--- config.mk ---
export PLATFORM = sky130hd
export DESIGN_NAME = dispatcher_rr
export DESIGN_NICKNAME = d
export VERILOG_FILES = /design/src/rtl/dispatcher_rr.sv
export SDC_FILE = /design/constraint.sdc
export NUM_CORES = 1
export LEC_CHECK = 0
export BUFFER_PORTS_ARGS = -buffer_cell sky130_fd_sc_hd__buf_2
export CORE_UTILIZATION = 57
export DETAILED_ROUTE_END_ITERATION = 6
export PLACE_DENSITY = 0.8
export SLEW_MARGIN = 20
export SYNTH_ARGS = -nofsm -noshare
export SYNTH_HDL_FRONTEND = slang
export SYNTH_SLANG_ARGS = --single-unit
--- constraint.sdc ---
create_clock -name clk -period 3.2 [get_ports clk]
set_clock_uncertainty 0.15 [all_clocks]
set_input_delay 0.32 -clock clk [delete_from_list [all_inputs] [get_ports clk]]
set_output_delay 0.32 -clock clk [all_outputs]
set_load 0.02 [all_outputs]
--- src/rtl/dispatcher_rr.sv ---
`default_nettype none
// ============================================================================
// Module      : dispatcher_rr
// Description : Round-robin dispatcher. Each accepted input datum is steered
//               to the first output, starting from a rotating pointer, whose
//               2-entry FIFO has room. Every output drives its FIFO head.
// Revision    : 1.0 - initial release
// ----------------------------------------------------------------------------
// Parameters  : DWIDTH - data width in bits
//               N      - number of output streams (N >= 1)
// Ports       : clk        - clock, all state on rising edge
//               rst        - synchronous active-high reset
//               in_valid   - upstream datum valid
//               in_data    - upstream datum
//               in_ready   - dispatcher accepts in_data this cycle
//               out_valid  - [N] output i holds a datum
//               out_data   - [N] head datum of output i
//               out_ready  - [N] consumer i accepts
//               busy       - at least one output FIFO is non-empty
// ============================================================================
module dispatcher_rr #(
  parameter int DWIDTH = 8,
  parameter int N      = 2
) (
  input  logic              clk,
  input  logic              rst,
  input  logic              in_valid,
  input  logic [DWIDTH-1:0] in_data,
  output logic              in_ready,
  output logic              out_valid [N-1:0],
  output logic [DWIDTH-1:0] out_data  [N-1:0],
  input  logic              out_ready [N-1:0],
  output logic              busy
);

  localparam int PW = (N > 1) ? $clog2(N) : 1;

  logic [PW-1:0] ptr_q;
  logic [PW-1:0] ptr_d;
  logic [PW-1:0] sel;
  logic [N-1:0]  notfull;
  logic [N-1:0]  nonempty;
  logic          in_fire;

  // in_ready looks only at registered FIFO counts (and rst), never at
  // in_valid or out_ready, so a pop in this cycle does not free a slot
  // for this cycle's push.
  assign in_ready = !rst && (|notfull);
  assign busy     = |nonempty;
  assign in_fire  = in_valid && in_ready;

  // Scan ptr, ptr+1, ... wrapping, for the first FIFO with room.
  always_comb begin : p_sel
    logic [PW:0] idx;
    logic        found;
    sel   = '0;
    found = 1'b0;
    idx   = '0;
    for (int k = 0; k < N; k++) begin
      idx = {1'b0, ptr_q} + (PW+1)'(k);
      if (idx >= (PW+1)'(N)) begin
        idx = idx - (PW+1)'(N);
      end
      if (!found && notfull[idx[PW-1:0]]) begin
        sel   = idx[PW-1:0];
        found = 1'b1;
      end
    end
  end

  always_comb begin
    ptr_d = ptr_q;
    if (in_fire) begin
      ptr_d = (sel == PW'(N - 1)) ? '0 : sel + 1'b1;
    end
  end

  always_ff @(posedge clk) begin
    if (rst) begin
      ptr_q <= '0;
    end else begin
      ptr_q <= ptr_d;
    end
  end

  for (genvar i = 0; i < N; i++) begin : g_fifo
    logic [1:0]        cnt_q;
    logic [1:0]        cnt_d;
    logic [DWIDTH-1:0] m0_q;   // head entry
    logic [DWIDTH-1:0] m1_q;   // second entry
    logic [DWIDTH-1:0] m0_d;
    logic [DWIDTH-1:0] m1_d;
    logic              push;
    logic              pop;

    assign notfull[i]   = (cnt_q != 2'd2);
    assign nonempty[i]  = (cnt_q != 2'd0);
    assign out_valid[i] = nonempty[i];
    assign out_data[i]  = m0_q;

    assign push = in_fire && (sel == PW'(i));
    assign pop  = nonempty[i] && out_ready[i];

    always_comb begin
      cnt_d = cnt_q;
      m0_d  = m0_q;
      m1_d  = m1_q;
      case ({push, pop})
        2'b10: begin
          cnt_d = cnt_q + 2'd1;
          if (cnt_q == 2'd0) begin
            m0_d = in_data;
          end else begin
            m1_d = in_data;
          end
        end
        2'b01: begin
          cnt_d = cnt_q - 2'd1;
          m0_d  = m1_q;
        end
        2'b11: begin
          // Push only targets a non-full FIFO and pop needs a non-empty one,
          // so the count here is 1: the new datum becomes the sole entry.
          if (cnt_q == 2'd1) begin
            m0_d = in_data;
          end else begin
            m0_d = m1_q;
            m1_d = in_data;
          end
        end
        default: ;
      endcase
    end

    always_ff @(posedge clk) begin
      if (rst) begin
        cnt_q <= 2'd0;
        m0_q  <= '0;
        m1_q  <= '0;
      end else begin
        cnt_q <= cnt_d;
        m0_q  <= m0_d;
        m1_q  <= m1_d;
      end
    end
  end

endmodule
`default_nettype wire

* Word level (Yosys, flattened, before mapping)
Index checks and enable logic that the tools add are counted.
Storage, ports and cells: bits in registers 37, bits in latches 0, memory bits (writable) 0, ROM bits 0, output and inout port bits 20, logic and storage cells 85, memories kept 0
Operators by class: add/subtract/negate cells 8, multiply operators 0, divide/modulo/power cells 0, $lt $le $gt $ge 4, equal/unequal tests 16, shift-type cells 0, muxes and demuxes 24, bitwise operators 1, reductions and logical operators 25
Operator list (number):
- 8-bit 2-to-1 mux | 8
- 8-bit one-hot mux with 3 select lines | 2
- 8-bit one-hot mux with 2 select lines | 2
- 2-bit inequality test (second input constant) | 8
- 2-bit nonzero test | 6
- 1-bit 2-to-1 mux | 10
- 2-bit by 1-bit equality test with 1-bit output (second input constant) | 4
- 2-bit equality test (second input constant) | 4
- 2-bit one-hot mux with 2 select lines | 2
- 1-bit logical AND | 7
- 3-bit AND reduction | 2
- 3-bit nonzero test | 2
- 2-bit by 1-bit adder with 2-bit output (second input constant) | 2
- 2-bit zero test | 2
- 1-bit by 2-bit less-than comparator with 1-bit output (second input constant) | 2
- 2-bit AND reduction | 2
- 2-bit OR reduction | 2
- 2-bit by 1-bit subtractor with 2-bit output (second input constant) | 2
- 1-bit by 1-bit adder with 2-bit output (second input constant) | 1
- 1-bit by 2-bit >= comparator with 1-bit output (second input constant) | 1
- 2-bit >= comparator (second input constant) | 1
- 1-bit zero test | 2
- 1-bit subtractor (second input constant) | 2
- 1-bit adder (second input constant) | 1
- 1-bit NOT | 1

* Logic depth before layout (Yosys ltp)
depth after elaboration 13, gate-level depth with buffers 12

* Worst setup path after synthesis
Ideal clock, no wire load.
path type reg-to-reg, start register g_fifo[1].cnt_q[0], end register g_fifo[0].m1_q[0], library setup time 0.121 ns, arrival time 2.087 ns, data required time 2.929 ns, path slack 0.842 ns, cell stages (with the launch flop) 11, cells stage by stage dfxtp_1 -> inv_1 -> ha_1 -> nand2b_1 -> buf_2 -> nand3_1 -> inv_1 -> ha_1 -> a22oi_1 -> nand4_2 -> mux2_2
On the way: longest elaborated chain between the ends 12, elaborated cells on any way between the ends 22, classes of those cells eq/ne (5); mux (8); bitwise (1); reduce/logical (8)
Ends and longest elaborated chain:
- start, declared | line 87 | logic [1:0] cnt_q;
- start signal, assigned | line 141 | cnt_q <= cnt_d;
- 2-bit inequality test * | line 96 | assign notfull[i] = (cnt_q != 2'd2);
- 1-bit 2-to-1 mux (not written as such) (2 in series) | line 64 | if (!found && notfull[idx[PW-1:0]]) begin
- 1-bit 2-to-1 mux | line 64
- 1-bit zero test | line 64
- 1-bit logical AND | line 64
- 1-bit 2-to-1 mux | line 64
- 1-bit NOT | line 101 | assign push = in_fire && (sel == PW'(i));
- 1-bit logical AND * | line 101
- 2-bit equality test | line 108 | case ({push, pop})
- 2-bit inequality test (no source line) / 2-bit nonzero test (equally long branches)
- 3-bit AND reduction (no source line)
- end signal, assigned | line 143 | m1_q <= m1_d;
- end, declared | line 90 | logic [DWIDTH-1:0] m1_q;
Mark *: on every way between the ends. The rest lies on a longest branch, timed or not. The select of a mux whose other input is x is not followed. A chain may end at the register's enable or synchronous reset.

* Worst setup path after layout
start register g_fifo[0].cnt_q[0], end register g_fifo[0].m0_q[2]
On the way: longest elaborated chain between the ends 12, elaborated cells on any way between the ends 27, classes of those cells eq/ne (6); mux (9); bitwise (1); reduce/logical (11)
Ends and longest elaborated chain:
- start, declared | line 87
- start signal, assigned | line 141
- 2-bit inequality test | line 96
- 1-bit 2-to-1 mux (not written as such) (2 in series) | line 64
- 1-bit 2-to-1 mux | line 64
- 1-bit zero test | line 64
- 1-bit logical AND | line 64
- 1-bit 2-to-1 mux | line 64
- 1-bit NOT | line 101
- 1-bit logical AND | line 101
- 2-bit equality test / 2-bit by 1-bit equality test with 1-bit output (equally long branches) | line 108
- 2-bit inequality test (no source line) / 3-bit nonzero test (equally long branches)
- 2-bit AND reduction (no source line)
- end signal, assigned | line 142 | m0_q <= m0_d;
- end, declared | line 89 | logic [DWIDTH-1:0] m0_q;
Several ways; a longest one is shown, not always the timed one. The select of a mux whose other input is x is not followed.

==> results.cfg <==
[run_status]
status = finished clean

[critical_path]
cp.arrival_ps = 2890
worstSetupStartpointType = register
end_kind = register
reg2reg_slack_ps = 370
path_class = reg -> reg
required_ps = 3260
path_max_fanout = 19

[synthesis]
synth-seq-area-share_pct = 33.0
yosysMostFrequentCell = dfxtp_1
synth.distinct_cells = 35
synth_top_cells_by_count = 37 x dfxtp_1, 23 x o211ai_1, 16 x a311oi_2, 15 x o21ai_0
ys_top_cells_by_area = dfxtp_1 33%, a311oi_2 11%, o211ai_1 7.7%
synth_top_area_cell = dfxtp_1
yosys_most_used_dff = dfxtp_1
async_reset_ff_share_pct = 0
synth_warnings = 0
synth_seq_cells = 37
synth_edf_count = 0
synth.avg_cell_area_sq_um = 10.0
syn_area_sq_um = 2240
syn_nets = 249
syn_inst = 224
yosys.area.top_type_share_pct = 33.0

[layout]
multiInputGateArea_sq_um = 1320
finalNetCount = 268
layout.cells.non_filler = 292
drive_gt1_share_pct = 32.8
layout.area.seq_sq_um = 741
synthToLayoutAreaGrowth_pct = 8.70
num-fill-cells = 328
n_antenna_cell = 0

[power]
switching_share_pct = 44.5
combPwrFrac_pct = 54.1
p_sw_w = 0.000970
power.density_nw_per_um2 = 893
p_int_w = 0.00121
leakagePower_nw = 0.927
seqPwrFrac_pct = 31.3
p_clk_share_pct = 14.6
vdd_drop_max_uv = 471

[sta]
worst_pin_slew_ps = 724
timing.final.crit_share_pct = 88.5
setup_viol = 0
fmax_mhz = 353
fin_tns_setup_ps = 0
period_needed_ps = 2830
finalHoldViolCount = 0
max_slew_margin_pct = 51.7
report.final.slew_viol_count = 0
rsz0062_at_grt = false

[clock_network]
insertion_delay_ps = 290
clock_tree.buffer_depth = 2
cts_buffers = 5
tritoncts = yes
holdBufCountCts = 0
ctsResizeCount = 0
cts_root_buf = clkbuf_8
clk_pin_slew_worst_paths_ps = 80
htreeDepth = 2
cts_sinks = 37
post-cts-setup-buffers = 0

[global_routing]
antenna_found_initial = 0
overflow = 0
grt_pass1_vias = 1546
grt_use_total_pct = 24.4
grt_pass1_wl_mm = 7.71
grt_start_max_net_pins = 41

[die]
start_util_pct = 60.4
die_h_um = 64.8
chipWidth_um = 64.8
dieArea_sq_um = 4190
fp.coreArea_sq_um = 3720
io_pins = 33
num_rows = 22

[placed_design]
dp.cells = 284
hpwlAfterDp_mm = 3.37
gp_congestion = 0.870
port-buffer-count = 32

[run]
cap_violations = 0

[detailed_routing]
wl_per_cell_um = 16.3
drt_iter0_markers = 75
detail_route.vias_per_cell = 6.00
vias = 1753
drtPass1Iterations = 4
drc_errors = 0
drt-total-wl_mm = 4.77
antenna_left = 0

[hold_path]
min-delay-path-class = in -> reg
[state kept, by name, indices dropped and copies added (netlist names)]
name          count
g_fifo.m0_q      16
g_fifo.m1_q      16
g_fifo.cnt_q      4
ptr_q             1
[power groups by stage]
stage,logic [W],clock network (W),registers (W)
2_1_floorplan,0.000853,0,0.000795
3_3_place_gp,0.00116,0,0.000687
5_1_grt,0.00128,0.000347,0.000695
3_5_place_dp,0.00117,0,0.000693
6_report,0.00118,0.000318,0.000682
4_1_cts,0.00118,0.000328,0.000682
[layout make-up]
| class | instances | area share [%] |
|---|---|---|
| Multi-Input combinational cell | 153 | 53.9 |
| Sequential cell | 37 | 30.4 |
| Timing Repair Buffer | 34 | 7.18 |
| Clock buffer | 5 | 2.82 |
| Inverter | 12 | 2.56 |
| Tap cell | 48 | 2.46 |
| Clock inverter | 3 | 0.718 |
[cells in the final DEF, fill, tap and decap left out, types with 6 or more instances in the layout]
| master | count |
|---|---|
| dfxtp_1 | 37 |
| o21ai_0 | 15 |
| ha_1 | 12 |
| o31ai_1 | 8 |
| nor2_1 | 6 |
| o211ai_1 | 23 |
| inv_1 | 10 |
| a21oi_1 | 10 |
| mux2_2 | 8 |
| a211oi_1 | 11 |
| a211oi_2 | 7 |
| a311oi_2 | 16 |
| buf_2 | 32 |
| nor2b_1 | 12 |
[per-layer routing]
metal | global-route usage, % | vias up | part of all wire [%]
li1 | - | 886 | -
met1 | 32.8 | 814 | 49
met4 | 13.6 | 0 | 2.6
met2 | 37.0 | 44 | 44
met3 | 3.87 | 9 | 4.7
met5 | 0 | - | 0
[through the flow]
step | hold slack (ps) | total power [W] | setup WS, ps | utilization, % | instance area, sq um
3_3_place_gp | 317 | 0.00185 | 413 | 63.3 | 2350
3_5_place_dp | 316 | 0.00187 | 409 | 63.3 | 2350
6_report | 182 | 0.00218 | 366 | 65.7 | 2440
5_1_grt | 172 | 0.00232 | 178 | 65.7 | 2440
2_1_floorplan | 299 | 0.00165 | 842 | - | 2240
4_1_cts | 168 | 0.00219 | 394 | 65.7 | 2440
[worst max-delay path, stage by stage, from the launching register on]
cell,delay (ps)
dfxtp_1,370
inv_1,70
ha_1,260
nand2b_1,400
clkinv_8,230
ha_1,200
nor2b_1,600
o211ai_1,200
a311oi_2,260
[worst paths after layout]
path	start	end	depth (start not counted)
setup / recovery	g_fifo[0].cnt_q[0]	g_fifo[0].m0_q[2]	8
hold / removal	in_data[2]	g_fifo[0].m1_q[2]	2
setup reg to reg	g_fifo[0].cnt_q[0]	g_fifo[0].m0_q[2]	8
hold reg to reg	g_fifo[1].m1_q[5]	g_fifo[1].m1_q[5]	2
[logic make-up after synthesis]
family / count (synthesis) / share of synthesized area, %
AO/OA/AOI/OAI: 96 / 37.5
XOR/XNOR: 4 / 1.56
adder cells (fa/ha/maj): 12 / 6.69
buffers and inverters: 34 / 8.42
flip-flops: 37 / 33.0
multiplexers: 8 / 4.01
AND/OR/NAND/NOR: 33 / 8.81
Note: power is estimated with default switching activity, not from simulation.
